==> src/rtl/fpu_arbiter.sv <==
// fpu_arbiter
//   Round-robin arbiter and sequencer sharing one free-running fpu adder
//   between N requesters. The winner's operands are latched onto the fpu
//   inputs and held for WAIT_CYCLES cycles. The fpu result and status are
//   then captured and returned with a one-cycle ack pulse.
//
// Parameters
//   N            number of requesters (2..8)
//   WAIT_CYCLES  settle cycles before capture. Must be at least 3x the
//                worst-case fpu pass length: the in-flight pass plus two
//                full passes on the new operands.
//
// Ports
//   clock100KHz  system clock, rising edge
//   reset        asynchronous active-low reset
//   req          req[i] high = requester i wants an operation, held to ack[i]
//   op_a_flat    operand A of requester i at bits [32i+31:32i]
//   op_b_flat    operand B of requester i at bits [32i+31:32i]
//   gnt          one-hot owner of the fpu
//   ack          one-cycle completion pulse for requester i
//   result_out   captured fpu data, valid from ack until the next capture
//   status_out   captured fpu status flags
//   busy         high in every state except IDLE
//   fpu_op_a/b   drive the fpu operand inputs
//   fpu_data     fpu data output
//   fpu_status   fpu status output
module fpu_arbiter #(
  parameter int N           = 4,
  parameter int WAIT_CYCLES = 128
) (
  input  logic             clock100KHz,
  input  logic             reset,
  input  logic [N-1:0]     req,
  input  logic [32*N-1:0]  op_a_flat,
  input  logic [32*N-1:0]  op_b_flat,
  output logic [N-1:0]     gnt,
  output logic [N-1:0]     ack,
  output logic [31:0]      result_out,
  output logic [3:0]       status_out,
  output logic             busy,
  output logic [31:0]      fpu_op_a,
  output logic [31:0]      fpu_op_b,
  input  logic [31:0]      fpu_data,
  input  logic [3:0]       fpu_status
);

  localparam int IW = $clog2(N);
  localparam int CW = (WAIT_CYCLES > 1) ? $clog2(WAIT_CYCLES) : 1;
  localparam logic [CW-1:0] CNT_LAST = CW'(WAIT_CYCLES - 1);

  typedef enum logic [1:0] {
    IDLE,
    WAIT,
    CAPTURE
  } state_t;

  state_t          state;
  logic [CW-1:0]   cnt;
  logic [IW-1:0]   ptr;   // last requester served
  logic [IW-1:0]   idx;   // requester currently owning the fpu

  logic [31:0]     op_a_arr [N];
  logic [31:0]     op_b_arr [N];

  logic            win_valid;
  logic [IW-1:0]   win_idx;

  for (genvar i = 0; i < N; i++) begin : g_unpack
    assign op_a_arr[i] = op_a_flat[32*i +: 32];
    assign op_b_arr[i] = op_b_flat[32*i +: 32];
  end

  // Round-robin pick: first set req scanning ptr+1, ptr+2, ... modulo N.
  // The loop runs from the farthest offset to the nearest so the nearest
  // pending requester overwrites any farther one.
  always_comb begin
    // NOTE: defaults first so every path assigns both outputs; otherwise a
    // latch is inferred for the no-request case.
    win_valid = 1'b0;
    win_idx   = '0;
    for (int k = N; k >= 1; k--) begin
      if (req[(int'(ptr) + k) % N]) begin
        win_valid = 1'b1;
        win_idx   = IW'((int'(ptr) + k) % N);
      end
    end
  end

  // NOTE: all state and outputs use non-blocking assignments so every
  // register samples pre-edge values; blocking here would create races.
  always_ff @(posedge clock100KHz or negedge reset) begin
    if (!reset) begin
      state      <= IDLE;
      cnt        <= '0;
      ptr        <= IW'(N - 1);
      idx        <= '0;
      gnt        <= '0;
      ack        <= '0;
      busy       <= 1'b0;
      result_out <= '0;
      status_out <= '0;
      fpu_op_a   <= '0;
      fpu_op_b   <= '0;
    end else begin
      ack <= '0;
      case (state)
        IDLE: begin
          // With no request the fpu operands keep their last values.
          if (win_valid) begin
            idx      <= win_idx;
            gnt      <= N'(1) << win_idx;
            fpu_op_a <= op_a_arr[win_idx];
            fpu_op_b <= op_b_arr[win_idx];
            cnt      <= '0;
            busy     <= 1'b1;
            state    <= WAIT;
          end
        end
        WAIT: begin
          // Operands are not re-sampled here; later requester changes are
          // ignored until the next grant.
          if (cnt == CNT_LAST) begin
            state <= CAPTURE;
          end else begin
            cnt <= cnt + CW'(1);
          end
        end
        CAPTURE: begin
          result_out <= fpu_data;
          status_out <= fpu_status;
          ack        <= N'(1) << idx;
          ptr        <= idx;
          gnt        <= '0;
          busy       <= 1'b0;
          state      <= IDLE;
        end
        default: begin
          state <= IDLE;
        end
      endcase
    end
  end

endmodule
==> config.mk <==
export PLATFORM = sky130hd
export DESIGN_NAME = fpu_arbiter
export DESIGN_NICKNAME = d
export VERILOG_FILES = /design/src/rtl/fpu_arbiter.sv
export SDC_FILE = /design/constraint.sdc
export NUM_CORES = 1
export LEC_CHECK = 0
export ABC_CLOCK_PERIOD_IN_PS = 3000
export CAP_MARGIN = 20
export CELL_PAD_IN_SITES_DETAIL_PLACEMENT = 0
export CELL_PAD_IN_SITES_GLOBAL_PLACEMENT = 1
export CORE_MARGIN = 5
export CORE_UTILIZATION = 29
export DETAILED_ROUTE_END_ITERATION = 6
export PLACE_DENSITY_LB_ADDON = 0.3
export SYNTH_ARGS = -nofsm -noshare
export SYNTH_HDL_FRONTEND = slang
export SYNTH_SLANG_ARGS = --single-unit
==> constraint.sdc <==
create_clock -name clock100KHz -period 3 [get_ports clock100KHz]
set_input_delay 0.6 -clock clock100KHz [delete_from_list [all_inputs] [get_ports clock100KHz]]
set_output_delay 0.6 -clock clock100KHz [all_outputs]
set_load 0.01 [all_outputs]
==> metrics.txt <==
vias in the first global route 7,163; PwrDens 640 mW/mm2; Routed Antenna Nets 0; cells along the critical path clkdlybuf4s50_1 > o21ai_1 > a21oi_4 > or3_2 > buf_12 > a211oi_1 > a211oi_2; hold_buf cts 0; drt drc 0; kind of critical path in2reg; GPL Wtd Cong 0.848; pin count of the biggest net entering global routing 72; slowest CP cell or3_2; FP Rows 56; final setup violation count 0; delay of the slowest critical-path stage 0.52 ns; Mean Syn Cell Area 8.91 um2; Synth cell types 41; worst vdd ir 0.300 mV; post-CTS setup buffer count 0; CTS sink cnt 122; Final WS setup 0.570 ns; clock slew at reported path FFs 0.06 ns; Final period util 0.810; combinational power share 0.376; Routed WL per cell 20.4 um; MaxCap Viol Count 0; CTS Buf Count 17; Vias/cell 4.85; total global-route track usage 0.215; Yosys top cell by area dfrtp_1; Core Footprint 0.0233 mm2; P&R area growth vs syn 74.3%; post-synthesis sequential area ratio 0.449; post-layout net count 1,442; initial DRC count 383; Synth Instances 764; Die Span Y 163 um; Max clock buf depth 2; highest fanout seen on the critical path 68; Yosys reg bits 122; Post-synth top flop dfrtp_1; Worst R2R Setup Slack 0.79 ns; first-pass GRT wire length 43,900 um; most common cell in the netlist nand2_1; Worst Clk Skew 0.0208 ns; CP endpoint kind flop; initial antenna violation count 6; Worst Reg-to-Reg Cells 6; area of the mapped netlist 0.00680 mm2; Synth top area share 0.441; final instance area 0.0119 mm2; DP Worst Slack 0.180 ns; Initial Util 0.292; CTS resizes 0; Synth async-reset ratio 1.00; Net Sw Frac 0.318; final hold viol count 0; H-tree lvl count 4; number of synthesis warnings 0; drt pass-1 iters 5; Die Wd 163 um; Port Buffers 406; minimum clock period 2.43 ns; Die ar. 0.0266 mm2; Pwr Total 7.59 mW; CTS tree yes; EDFF count, synth 0; f_max 411 MHz; status completed; drt total wl 30,100 um; Internal 5.18 mW; Slew @ Worst Pin 0.904 ns; Worst setup SP type input port; CTS root buf clkbuf_16; WP data required 3.27 ns; Hold Path Class in2async; Crit Reg-Reg Startpoint ptr[0]$_DFFE_PN1P_; Switch Pwr 2.41 mW; commonest cells in the synthesized netlist nand2_1 (184), dfrtp_1 (120), a211oi_1 (101); DP Area 0.0112 mm2; leak pwr 4.65 nW; Max Slew Vio Count 0; Vias 7,157; Rel. slew slack 0.397; TNS Setup 0 ns; layout cell share with drive strength beyond 1 0.0814; dominant cells by area after synthesis dfrtp_1 (44%), a211oi_1 (11%), nand2_1 (10%); grt total ovfl 0; io pins 407; Worst EP arrival 2.70 ns; RSZ-0062 raised after global routing false; clock power share 0.292; synthesized net count 1,063; DP HPWL 22,200 um; Reg power frac 0.332; worst flop-to-flop path endpoint fpu_op_a[31]$_DFFE_PN0P_; Clk Latency, worst-skew pair 0.42 ns
worst max path at each step:
stage / from / endpoint / slack (ns) / cells after the start
2_1_floorplan: req[1] / fpu_op_b[18]$_DFFE_PN0P_ / 0.95 / 8
3_3_place_gp: req[2] / fpu_op_a[2]$_DFFE_PN0P_ / 0.18 / 6
3_5_place_dp: req[1] / fpu_op_b[21]$_DFFE_PN0P_ / 0.18 / 7
4_1_cts: req[3] / fpu_op_b[21]$_DFFE_PN0P_ / 0.62 / 7
5_1_grt: req[3] / fpu_op_a[30]$_DFFE_PN0P_ / 0.48 / 7
6_report: req[1] / fpu_op_a[31]$_DFFE_PN0P_ / 0.57 / 7
sequential cells by signal, indices dropped and copies added, names as in the netlist:
signal      cells
ptr             2
gnt             4
result_out     32
busy            1
fpu_op_a       32
ack             4
cnt             7
idx             2
status_out      4
fpu_op_b       32
state           2
per-layer routing:
layer / share of wire / routed length (um) / track usage
met2: 0.48 / 14500 / 0.355
met3: 0.088 / 2660 / 0.0752
met5: 0.0026 / 79 / 0
met4: 0.026 / 789 / 0.0682
met1: 0.40 / 12000 / 0.266
cell type report:
type / instances / area, um2
fill: 2246 / 11400
timing repair buffer: 428 / 4310
multi-input combinational: 571 / 3460
sequential: 122 / 3060
clock buffer: 17 / 425
tap: 319 / 399
clock inverter: 14 / 196
inverter: 3 / 11.3
antenna: 1 / 2.50
placed cells by master, fill, tap and decap left out, types with 4 or more instances in the layout:
cell | netlist | layout
clkdlybuf4s50_1 | 0 | 405
nand2_1 | 184 | 184
dfrtp_1 | 120 | 120
a211oi_1 | 101 | 101
nor2_1 | 72 | 72
nor3_1 | 64 | 64
mux2i_1 | 64 | 64
a211oi_2 | 27 | 27
clkbuf_16 | 0 | 17
buf_4 | 4 | 16
nand3_1 | 12 | 12
nand2b_1 | 6 | 6
buf_12 | 0 | 6
a21oi_1 | 7 | 5
xnor2_1 | 4 | 4
bufinv_16 | 0 | 4
power groups by stage:
stage | clock (mW) | sequential, mW | combinational (mW)
2_1_floorplan | 0 | 2.72 | 0.886
3_3_place_gp | 0 | 2.51 | 2.89
3_5_place_dp | 0 | 2.53 | 2.89
4_1_cts | 2.26 | 2.52 | 2.89
5_1_grt | 2.34 | 2.59 | 3.07
6_report | 2.22 | 2.52 | 2.86
kinds of logic after synthesis:
family,share of synthesized area
buffers and inverters,0.0495
DFF,0.449
and+or+nand+nor,0.219
muxes,0.0942
AOI/OAI and AO/OA,0.181
xor gates and xnor gates,0.00515
adders and majority gates,0.00184
critical path, delay by kind of cell:
| kind | cells | cell delay, ns |
|---|---|---|
| compound gates | 4 | 0.78 |
| buf+inv | 2 | 0.70 |
| simple gates | 1 | 0.52 |
through the flow:
| step | instances | hold WS [ns] | utilization |
|---|---|---|---|
| detailed placement | 1443 | 0.461 | 0.483 |
| floorplan | 764 | 0.304 | - |
| global placement | 1443 | 0.456 | 0.483 |
| CTS | 1474 | 0.151 | 0.510 |
| finish | 1475 | 0.122 | 0.510 |
| global route | 1475 | 0.155 | 0.510 |
Note: power is estimated with default switching activity, not from simulation.
==> patch, RTL diff (config.mk and constraints unchanged) <==
Put one more register stage on the output `status_out`. The value now appears one clock later. The other outputs are not delayed to match.
--- a/src/rtl/fpu_arbiter.sv
+++ b/src/rtl/fpu_arbiter.sv
@@ -54,6 +54,8 @@
     CAPTURE
   } state_t;
 
+  logic [3:0] status_s0;
+
   state_t          state;
   logic [CW-1:0]   cnt;
   logic [IW-1:0]   ptr;   // last requester served
@@ -98,7 +100,7 @@
       ack        <= '0;
       busy       <= 1'b0;
       result_out <= '0;
-      status_out <= '0;
+      status_s0 <= '0;
       fpu_op_a   <= '0;
       fpu_op_b   <= '0;
     end else begin
@@ -127,7 +129,7 @@
         end
         CAPTURE: begin
           result_out <= fpu_data;
-          status_out <= fpu_status;
+          status_s0 <= fpu_status;
           ack        <= N'(1) << idx;
           ptr        <= idx;
           gnt        <= '0;
@@ -141,4 +143,8 @@
     end
   end
 
+  always_ff @(posedge clock100KHz) begin
+    status_out <= status_s0;
+  end
+
 endmodule
Behaviour: same outputs for any inputs over 4 cycles, from zero or initial values and one cycle with reset low; that may be too few to reach the edited logic, so the function may still have changed.
==> patch against the unedited design <==
- die area is 5.5% higher
- power is 0.40% lower
- worst setup slack better by 0.0047 ns
- hold slack better by 0.13 ns
- synthesized area is 5.8% higher
- sequential power is 2% higher
- wire length is 0.62% higher
- design area is 3.2% higher
- sequential cell count is 4 higher
- clock power is 3% lower
==> patch: results (changes against the unedited design) <==
====================================================================================================
Post-synthesis compound-gate area fraction                                                     20.4%   was 18.1%
Share of cell area taken by muxes after synthesis                                              9.03%   was 9.42%
Number of CTS-inserted buffers                                                                    17   unchanged
Commonest cells in the netlist                                                          nand2_1 (184), dfrtp_1 (120), nor2_1 (78)   was nand2_1 (184), dfrtp_1 (120), a211oi_1 (101)
Root buffer selected by CTS                                                                clkbuf_16   unchanged
Share of post-route cells with drive strength above 1                                          11.9%   was 8.14%
IO Port Bufs                                                                                     406   unchanged
Final clock skew                                                                           0.0100 ns   was 0.0208 ns
Wirelength per Cell                                                                          20.3 µm   was 20.4 µm
Cells taking the most area after synthesis                                              dfrtp_1 (42%), a211oi_2 (13%), nand2_1 (9.6%), mux2i_1 (9.0%), a211oi_1 (5.5%)   was dfrtp_1 (44%), a211oi_1 (11%), nand2_1 (10%), mux2i_1 (9.4%), a211oi_2 (5.0%)
Class of the tightest hold or removal check                                             input port to async pin   unchanged
Xor/xnor share of the synthesized area                                                        0.486%   was 0.515%
Post-cts gate resize count                                                                         0   unchanged
Number of design-rule violations left by the first detailed-router iteration                     382   was 383
P_leak                                                                                    0.00501 µW   was 0.00465 µW
Wire length of the first global-routing pass                                                45600 µm   was 43900 µm
Met2 layer wire length in the routed design                                                 15200 µm   was 14500 µm
Post-CTS Setup Bufs                                                                                0   unchanged
Maximum number of pins on one net before global-route repair                                     123   was 72
Antenna violations before repair                                                                   1   was 6
Worst Path Max Fanout                                                                             71   was 68
Post-route met1 wirelength                                                                  12100 µm   was 12000 µm
Distinct cell type count of the synthesized netlist                                               41   unchanged
Nets                                                                                            1451   was 1442
Clock-pin slew reported for the worst setup and hold paths after clock tree synthesis        0.07 ns
Post-detailed-placement half-perimeter wirelength                                           21900 µm   was 22200 µm
Portion of the post-synthesis area used by sequential elements                                 43.5%   was 44.9%
Routability-driven placement congestion ratio                                                  0.897   was 0.848
Uppermost layer routed                                                                          met4   was met5
Async SR Flop Fraction                                                                         96.8%   was 100%
Tightest slew margin relative to the limit                                                     39.2%   was 39.7%
Met3 WL                                                                                      2450 µm   was 2660 µm
Number of search-and-repair iterations in the first detailed-routing pass                          4   was 5
Adder and majority gate portion of the synthesized area                                       0.174%   was 0.184%
Count of filler cells inserted in the layout                                                    2335   was 2246
Via count of the first global-routing pass                                                      7349   was 7163
Worst vdd ir                                                                              0.000289 V   was 0.000300 V
Outcome                                                                                 finished clean   unchanged
All-Layer GR Usage                                                                             20.8%   was 21.5%
Via count of the routed design                                                                  7221   was 7157
Biggest registers after layout                                                          fpu_op_a x32, fpu_op_b x32, result_out x32   unchanged
Number of synthesis warnings                                                                       0   unchanged
Synth Net Count                                                                                 1073   was 1063
====================================================================================================
patch: changes by cell type in the layout (fill, tap and decap cells not counted), sizes merged, moves of 2 or more:
cell / delta
inv: +10
nor2: +5
dfxtp: +4
xnor2: -4
xor2: +4
a21oi: -3
buf: -3
bufinv: -3
clkinvlp: -3
nand2b: -3
nand4: +3
nand3: -2
patch: per-layer routing:
layer / track usage [%] / up-vias
met5: 0 / -
met4: 6.00 / 0
met3: 7.24 / 32
met2: 35.1 / 288
met1: 25.3 / 3409
li1: - / 3492
patch: layout make-up:
class	count	share of cell area, %
diodes	1	0.0205
clock buffers	17	3.48
clock inverters	15	1.55
inverters	6	0.184
multi-input cells	576	30.4
flip-flops and latches	126	25.6
well taps	324	3.31
repair buffers	425	35.4
patch: power breakdown:
group | switching [µW] | internal, µW | total, µW
Sequential | 328 | 2230 | 2560
Clock | 957 | 1210 | 2160
Combinational | 1250 | 1590 | 2840
Total | 2530 | 5030 | 7560
patch: path summary, 6_finish.rpt:
kind | start | end | slack [ns] | cells past startpoint
max | req[1] | fpu_op_a[23]$_DFFE_PN0P_ | 0.57 | 7
min | reset | fpu_op_b[24]$_DFFE_PN0P_ | 0.25 | 2
max reg2reg | ptr[0]$_DFFE_PN1P_ | fpu_op_a[4]$_DFFE_PN0P_ | 0.91 | 6
min reg2reg | status_s0[2]$_DFFE_PN0P_ | status_out[2]$_DFF_P_ | 0.37 | 0
max in group asynchronous | reset | fpu_op_a[29]$_DFFE_PN0P_ | 2.18 | 2
min in group clock100KHz | status_s0[2]$_DFFE_PN0P_ | status_out[2]$_DFF_P_ | 0.37 | 0
patch: cells by family after synthesis:
group	count (synthesis)
AND/OR/NAND/NOR	358
AO/OA/AOI/OAI	148
flip-flops	126
buffers and inverters	72
multiplexers	65
XOR/XNOR	4
adder cells (fa/ha/maj)	1
patch: critical path: stages:
cell and delay, ns:
clkdlybuf4s50_1 0.62, nor4_2 0.08, buf_4 0.16, nor3_4 0.17, buf_4 0.71, nor2_1 0.08, a211oi_1 0.22
patch: through the flow:
step | cell area [µm²] | setup slack [ns] | std cells | hold WS [ns] | total power, µW
floorplan | 7200 | 0.990 | 774 | 0.304 | 3680
CTS | 12200 | 0.615 | 1489 | 0.303 | 7670
global route | 12200 | 0.430 | 1490 | 0.333 | 8010
global placement | 11600 | 0.194 | 1457 | 0.352 | 5430
detailed placement | 11600 | 0.172 | 1457 | 0.354 | 5460
finish | 12200 | 0.574 | 1490 | 0.251 | 7560
